**src/rtl/taxi_debounce_event.sv**
```systemverilog
// Multi-channel button/switch conditioner: two-flop sync, N-sample debounce,
// rise/fall/long-press pulses and a valid/ready event stream with sticky overflow.
module taxi_debounce_event #(
    parameter int WIDTH      = 8,
    parameter int N          = 4,
    parameter int RATE       = 125000,
    parameter int LONG_TICKS = 500,
    parameter logic [WIDTH-1:0] INVERT = '0
) (
    input  logic                                     clk,
    input  logic                                     rst,
    input  logic [WIDTH-1:0]                         in,
    output logic [WIDTH-1:0]                         out,
    output logic [WIDTH-1:0]                         rise,
    output logic [WIDTH-1:0]                         fall,
    output logic [WIDTH-1:0]                         long,
    output logic                                     evt_valid,
    input  logic                                     evt_ready,
    output logic [((WIDTH > 1) ? $clog2(WIDTH) : 1)-1:0] evt_chan,
    output logic [1:0]                               evt_type,
    output logic [WIDTH-1:0]                         evt_overflow,
    input  logic                                     ovf_clr
);
    localparam int CW = (WIDTH > 1) ? $clog2(WIDTH) : 1;
    localparam int PW = (RATE > 1) ? $clog2(RATE) : 1;
    localparam int HW = (LONG_TICKS > 0) ? $clog2(LONG_TICKS + 1) : 1;
    localparam int NF = 3 * WIDTH;
    localparam logic [NF-1:0] RISE_MASK = {WIDTH{3'b010}};
    localparam logic [NF-1:0] LONG_MASK = {WIDTH{3'b100}};

    logic [PW-1:0]    presc_reg;
    logic             tick;
    logic [WIDTH-1:0] sync1_reg;
    logic [WIDTH-1:0] sync2_reg;

    assign tick = (presc_reg == PW'(RATE - 1));

    always_ff @(posedge clk or posedge rst) begin
        if (rst) begin
            presc_reg <= '0;
            sync1_reg <= '0;
            sync2_reg <= '0;
        end else begin
            presc_reg <= tick ? '0 : presc_reg + 1'b1;
            sync1_reg <= in ^ INVERT;
            sync2_reg <= sync1_reg;
        end
    end

    // Flag layout: three bits per channel {long, rise, fall}, so the lowest set
    // bit of the flat vector is exactly the fixed selection priority.
    logic [NF-1:0]    pend_reg;
    logic [NF-1:0]    set_vec;
    logic [NF-1:0]    sel_oh;
    logic [NF-1:0]    clr_vec;
    logic [WIDTH-1:0] chan_hit;
    logic [WIDTH-1:0] ovf_hit;

    for (genvar gi = 0; gi < WIDTH; gi++) begin : g_chan
        logic [N-1:0] shift_reg;
        logic [N-1:0] shift_next;
        logic         out_reg;
        logic         out_new;
        logic         rise_reg;
        logic         fall_reg;
        logic         long_ch;

        assign shift_next = {shift_reg[N-2:0], sync2_reg[gi]};

        always_comb begin
            out_new = out_reg;
            if (tick) begin
                if (&shift_next) begin
                    out_new = 1'b1;
                end else if (~|shift_next) begin
                    out_new = 1'b0;
                end
            end
        end

        always_ff @(posedge clk or posedge rst) begin
            if (rst) begin
                shift_reg <= '0;
                out_reg   <= 1'b0;
                rise_reg  <= 1'b0;
                fall_reg  <= 1'b0;
            end else begin
                if (tick) begin
                    shift_reg <= shift_next;
                end
                out_reg  <= out_new;
                rise_reg <= out_new & ~out_reg;
                fall_reg <= ~out_new & out_reg;
            end
        end

        if (LONG_TICKS > 0) begin : g_long
            logic [HW-1:0] hold_reg;
            logic          long_reg;

            // Only ticks where the level stays high count, so a release on the
            // threshold tick never produces a long pulse.
            always_ff @(posedge clk or posedge rst) begin
                if (rst) begin
                    hold_reg <= '0;
                    long_reg <= 1'b0;
                end else begin
                    if (!out_reg) begin
                        hold_reg <= '0;
                    end else if (tick && out_new && hold_reg != HW'(LONG_TICKS)) begin
                        hold_reg <= hold_reg + 1'b1;
                    end
                    long_reg <= tick && out_reg && out_new && (hold_reg == HW'(LONG_TICKS - 1));
                end
            end
            assign long_ch = long_reg;
        end else begin : g_nolong
            assign long_ch = 1'b0;
        end

        assign out[gi]           = out_reg;
        assign rise[gi]          = rise_reg;
        assign fall[gi]          = fall_reg;
        assign long[gi]          = long_ch;
        assign set_vec[3*gi +: 3] = {long_ch, rise_reg, fall_reg};
        assign chan_hit[gi]      = |sel_oh[3*gi +: 3];
        assign ovf_hit[gi]       = |(set_vec[3*gi +: 3] & pend_reg[3*gi +: 3] & ~clr_vec[3*gi +: 3]);
    end

    logic [CW-1:0]    sel_chan;
    logic [1:0]       sel_type;
    logic             load;
    logic             valid_reg;
    logic [CW-1:0]    chan_reg;
    logic [1:0]       type_reg;
    logic [WIDTH-1:0] ovf_reg;

    assign sel_oh   = pend_reg & (~pend_reg + 1'b1);
    assign sel_type = {|(sel_oh & LONG_MASK), |(sel_oh & RISE_MASK)};
    assign load     = (!valid_reg || evt_ready) && (|pend_reg);
    assign clr_vec  = load ? sel_oh : '0;

    always_comb begin
        sel_chan = '0;
        for (int c = 0; c < WIDTH; c++) begin
            if (chan_hit[c]) begin
                sel_chan = CW'(c);
            end
        end
    end

    always_ff @(posedge clk or posedge rst) begin
        if (rst) begin
            pend_reg  <= '0;
            ovf_reg   <= '0;
            valid_reg <= 1'b0;
            chan_reg  <= '0;
            type_reg  <= '0;
        end else begin
            pend_reg <= (pend_reg & ~clr_vec) | set_vec;
            ovf_reg  <= (ovf_clr ? '0 : ovf_reg) | ovf_hit;
            if (load) begin
                valid_reg <= 1'b1;
                chan_reg  <= sel_chan;
                type_reg  <= sel_type;
            end else if (evt_ready) begin
                valid_reg <= 1'b0;
            end
        end
    end

    assign evt_valid    = valid_reg;
    assign evt_chan     = chan_reg;
    assign evt_type     = type_reg;
    assign evt_overflow = ovf_reg;

endmodule

```
**config.mk**
```make
export PLATFORM = sky130hd
export DESIGN_NAME = taxi_debounce_event
export DESIGN_NICKNAME = d
export VERILOG_FILES = /design/src/rtl/taxi_debounce_event.sv
export SDC_FILE = /design/constraint.sdc
export NUM_CORES = 1
export LEC_CHECK = 0
export ABC_CLOCK_PERIOD_IN_PS = 7400
export BUFFER_PORTS_ARGS = -buffer_cell sky130_fd_sc_hd__buf_2
export CAP_MARGIN = 20
export CORE_UTILIZATION = 32
export DETAILED_ROUTE_END_ITERATION = 12
export GPL_TIMING_DRIVEN = 0
export PLACE_DENSITY = 0.56
export SLEW_MARGIN = 30
export SYNTH_ARGS = -nofsm -noshare
export SYNTH_HDL_FRONTEND = slang
export SYNTH_SLANG_ARGS = --single-unit
export TNS_END_PERCENT = 100
```
**constraint.sdc**
```tcl
create_clock -name clk -period 7.4 [get_ports clk]
set_input_delay 0.37 -clock clk [delete_from_list [all_inputs] [get_ports clk]]
set_output_delay 0.37 -clock clk [all_outputs]
set_load 0.02 [all_outputs]
```
Word level (Yosys, flattened, before mapping)
Cells that the tools add are included.
{"block": "totals", "ff_bits": 199, "elab_cells": 283, "inputBits": 12, "out_inout_bits": 46}
{"block": "op_classes", "reduce_logical": 78, "bitwise_logic": 62, "add_sub_neg": 10, "n_eq_ne": 25, "n_mux": 52}
{"cell": "$mux 9", "count": 16}
{"cell": "$add 9x1->9 const B", "count": 8}
{"cell": "$eq 9x9->1 const B", "count": 8}
{"cell": "$ne 9x9->1 const B", "count": 8}
{"cell": "$and 24x24->24", "count": 2}
{"cell": "$and 3x3->3", "count": 16}
{"cell": "$not 24->24", "count": 2}
{"cell": "$reduce_or 3->1", "count": 15}
{"cell": "$logic_and 1x1->1", "count": 41}
{"cell": "$reduce_and 4->1", "count": 8}
{"cell": "$reduce_or 4->1", "count": 8}
{"cell": "$mux 1", "count": 27}
{"cell": "$add 24x1->24 const B", "count": 1}
{"cell": "$mux 24", "count": 1}
{"cell": "$not 3->3", "count": 8}
{"cell": "$or 24x24->24", "count": 1}
{"cell": "$reduce_or 24->1", "count": 1}
{"cell": "$mux 3", "count": 6}
{"cell": "$add 17x1->17 const B", "count": 1}
{"cell": "$eq 17x17->1 const B", "count": 1}
{"cell": "$mux 17", "count": 1}
{"cell": "$and 1x1->1", "count": 16}
{"cell": "$ne 2x1->1 const B", "count": 8}
{"cell": "$not 1->1", "count": 16}
{"cell": "6 further kinds", "count": 7}

Depth between registers and ports, before layout
{"block": "depth", "depth_word": 11, "depth_mapped": 8, "ltp_nobuf": 7}

Least setup slack after synthesis
No wires, ideal clock.
{"block": "synth_timing", "path_kind": "reg-to-reg", "start": "reg presc_reg[0]", "end": "reg g_chan[5].g_long.hold_reg[3]", "period_less_slack_ns": 2.160, "setup_time_ns": 0.078, "arrival_time_ns": 2.082, "required_time_ns": 7.322, "slack_ns": 5.240, "path_stages_with_launch": 8, "n_path_buf": 1, "cell_sequence": "dfrtp_1 ha_1 and3b_1 nand3_1 or4_1 clkbuf_1 or3_1 a21oi_1"}
{"block": "synth_via", "elab_chain_cells": 5}
{"element": "start: declaration", "line": "31", "source": "logic [PW-1:0] presc_reg;"}
{"element": "start signal: assignment", "line": "44", "source": "presc_reg <= tick ? '0 : presc_reg + 1'b1;"}
{"element": "$eq 17x17->1 (*)", "line": "36", "source": "assign tick = (presc_reg == PW'(RATE - 1));"}
{"element": "$mux 1", "line": "72", "source": "if (tick) begin"}
{"element": "$logic_and 1x1->1 (*) (2 in series)", "line": "110", "source": "end else if (tick && out_new && hold_reg != HW'(LONG_TICKS)) begin"}
{"element": "$ne 2x1->1 (no line) (*)"}
{"element": "end signal: assignment", "line": "111", "source": "hold_reg <= hold_reg + 1'b1;"}
{"element": "end: declaration", "line": "98", "source": "logic [HW-1:0] hold_reg;"}
Mark *: on every way between the ends. The rest lies on a longest branch, timed or not.
A chain may end at the register's enable or synchronous reset.

Worst setup path in the final report
{"block": "layout_timing", "start": "reg presc_reg[0]", "end": "reg g_chan[7].g_long.long_reg"}
{"block": "layout_via", "elab_chain_cells": 4, "elab_cells_between_ends": 5, "classes_between": "1 x eq/ne; 1 x mux; 3 x reduce/logical"}
{"element": "$eq 17x17->1 (*)", "line": "36"}
{"element": "$mux 1 / $logic_and 1x1->1 (equally long branches)", "line": "72, 113"}
{"element": "$logic_and 1x1->1 (*) (2 in series)", "line": "113", "source": "long_reg <= tick && out_reg && out_new && (hold_reg == HW'(LONG_TICKS - 1));"}
{"element": "end signal: assignment", "line": "113"}
{"element": "end: declaration", "line": "99", "source": "logic long_reg;"}
Marks and branches as above.

==> summary.md <==
| Metric | Value |
|---|---|
| Syn Inst Count | `1,042` |
| Post-DR wirelength/cell | `15.7 um` |
| Post-synthesis compound-gate area fraction | `15.2%` |
| Worst Path Class, Setup | `register to register` |
| Setup Fix Bufs, Post-CTS | `0` |
| Largest register FFs | `72` |
| Status | `finished clean` |
| Die Area | `31,800 sq um` |
| Clk root buf | `clkbuf_16` |
| DRT Wirelength | `24.0 mm` |
| Ys async rst share | `100%` |
| Mapped Area | `9960 sq um` |
| Most common library cell in the layout ignoring fill and taps | `dfrtp_1` |
| RSZ-0062 raised after global routing | `false` |
| Largest net degree at the start of global routing | `84` |
| Cts bufs inserted | `17` |
| Skew final | `0.0121 ns` |
| Via count | `7,899` |
| Top Usage Layer GRT | `met2` |
| CP Data Required Time | `7.66 ns` |
| Synth Area in Simple Gates | `23.8%` |
| Library cells used by synthesis | `72` |
| Most used DFF post-synth | `dfrtp_1` |
| GRT Util Overall | `15.8%` |
| Clk slew on worst S/H paths | `0.07 ns` |
| Vias in the first global route | `7,428` |
| Mux contribution to synthesized area | `0.904%` |
| Die Height | `178 um` |
| Synth Area in XOR/XNOR | `2.02%` |
| Die X | `178 um` |
| Effective utilization at floorplan | `32.6%` |
| Initial antenna violation count | `0` |
| Clock Sinks | `199` |
| Most frequent cells in the layout | `199 x dfrtp_1, 122 x nand2_1, 63 x buf_2` |
| CTS tree | `yes` |
| DRC viols | `0` |
| Pwr dens | `192 nW/um^2` |
| Leak pwr | `0.00496 uW` |
| Diode count | `0` |
| Overflow after GRT | `0` |
| Main combinational cell family by area after synthesis | `simple AND/OR/NAND/NOR gates` |
| Final core utilization | `37.4%` |
| Slowest cell on crit path | `nor4_1` |
| Non-filler cells in the finished layout | `1,529` |
| Fin. Hold Viols | `0` |
| Post-DP HPWL | `17.3 mm` |
| Final worst-path cycle share | `43.6%` |
| Final ANT Viol Nets | `0` |
| Clock Tree Buf Depth | `2` |
| Final nets | `1,150` |
| Arrival time at the worst endpoint | `3.49 ns` |
| # fillers | `3,117` |
| #FFs+latches synth | `199` |
| Met1 Use GR | `21.2%` |
| Final setup violation count | `0` |
| Setup TNS Final | `0 ns` |
| Max Fclk | `310 MHz` |
| CP max stage delay | `0.60 ns` |
| Syn Area/Cell | `9.56 sq um` |
| # Max-Cap Violations | `0` |
| Fin crit period | `3.23 ns` |
| Peak VDD IR | `0.163 mV` |
| Slew Viols, Final | `0` |
| M2 GR Usage | `26.1%` |
| Synth-to-Final Area Change | `14.7%` |
| YS warnings | `0` |
| Top-Level Pins | `58` |
| H-tree levels | `4` |
| EDFF count, synth | `0` |
| Layout cell share with drive strength beyond 1 | `13.6%` |
| Worst-path maximum fanout | `10` |
| Worst-margin pin slew | `0.882 ns` |
| Drt pass-1 iters | `6` |
| CP Launch Type | `register` |
| Crit. End Element | `register` |
| Post-CTS sizing | `0` |
| First DRT Iteration DRCs | `699` |
| Synth Net Count | `1,071` |
| HP Class | `primary input to register` |
| Core region area | `30,600 sq um` |
| First-pass GRT wire length | `39.5 mm` |
| PortBufs | `57` |
| GPL Wtd Cong | `0.831` |
| Clk Latency, worst-skew pair | `0.43 ns` |
| Avg Vias per Cell | `5.17` |
| Cells after DPL | `1,497` |
| Critical-path cell list | `ha_1, and3b_1, buf_1, nand2_1, clkbuf_1, nor4_1` |
| Register area share after synthesis | `50.0%` |
| Final hold slack | `0.0462 ns` |
| Global Route met3 Usage | `1.94%` |
| Slew margin rel. | `40.7%` |
| Adder-cell share of the synthesized area | `2.14%` |
| FP Rows | `64` |
-- per-layer routing --
| layer | wire, um | up-vias | share of wire (%) |
|---|---|---|---|
| met1 | 11200 | 3838 | 47 |
| met4 | 374 | 0 | 1.6 |
| met3 | 727 | 20 | 3.0 |
| met2 | 11600 | 132 | 49 |
| met5 | 0 | - | 0 |
| li1 | - | 3909 | - |
-- cell families (layout without fill, tap and decap cells) --
kind of cell | Yosys count | in the layout
buf+inv | 123 | 214
simple gates | 444 | 444
flops | 199 | 199
xor+xnor | 23 | 23
compound gates | 227 | 227
fa+ha+maj | 17 | 17
mux | 9 | 9
-- power by group --
group	switching, uW	leakage [uW]	internal, uW	total (uW)
sequential	12.2	0.00272	1110	1120
combinational	66.4	0.00194	31.5	97.9
clock	412	0.000300	561	973
-- cells in the mapped netlist (11+ instances only) --
master	number	share of area, %
dfrtp_1	199	50
nand2_1	122	4.6
nand3_1	62	3.1
nor2_1	55	2.1
a21oi_1	53	2.7
o21ai_0	51	2.6
inv_1	49	1.8
or3_1	44	2.8
buf_4	32	2.4
clkbuf_1	28	1.1
nand4_1	28	1.8
nor4_1	26	1.6
nor3_1	18	0.90
ha_1	17	2.1
o31ai_1	16	1.2
a21o_1	15	1.1
xnor2_1	15	1.3
nand2b_1	13	0.82
or4_1	13	0.98
and3_1	12	0.75
a31oi_1	11	0.69
-- per-stage QoR --
stage	cell area, sq um	total power, uW	worst slack (ns)
4_1_cts	11400	2220	4.13
3_5_place_dp	10800	1240	4.16
5_1_grt	11400	2270	4.05
3_3_place_gp	10700	1240	-0.891
2_1_floorplan	9960	1200	1.60
6_report	11400	2190	4.17
-- cell type report --
class / instances / area (sq um) / share of cell area, %
sequential: 199 / 4980 / 43.6
multi-input combinational: 720 / 4390 / 38.4
tap: 396 / 495 / 4.34
clock buffer: 21 / 470 / 4.12
buffer: 69 / 387 / 3.38
timing repair buffer: 60 / 350 / 3.07
inverter: 54 / 210 / 1.84
clock inverter: 10 / 143 / 1.25
-- worst max-delay path, delay by kind of cell (launching register included) --
family	cells	cell delay, ns
fa+ha+maj	1	0.27
buf+inv	2	0.93
simple gates	3	1.43
flops	1	0.41
-- worst paths after layout --
kind                                    from                      endpoint  slack (ns)  cells past startpoint
worst max-delay path            presc_reg[0]     g_chan[7].g_long.long_reg        4.17                      6
worst min-delay path                   in[7]                  sync1_reg[7]        0.05                      1
worst max register to register  presc_reg[0]     g_chan[7].g_long.long_reg        4.17                      6
worst min register to register  sync1_reg[7]                  sync2_reg[7]        0.35                      0
max in group asynchronous                rst                  sync1_reg[4]        5.82                      5
min in group asynchronous                rst  g_chan[5].g_long.hold_reg[4]        0.52                      3
-- repair_timing --
item,CTS,global route
hold buffers,1,0
endpoints found under the setup margin,0,0
endpoints found under the hold margin,40,0
Note: power is estimated with default switching activity, not from simulation.
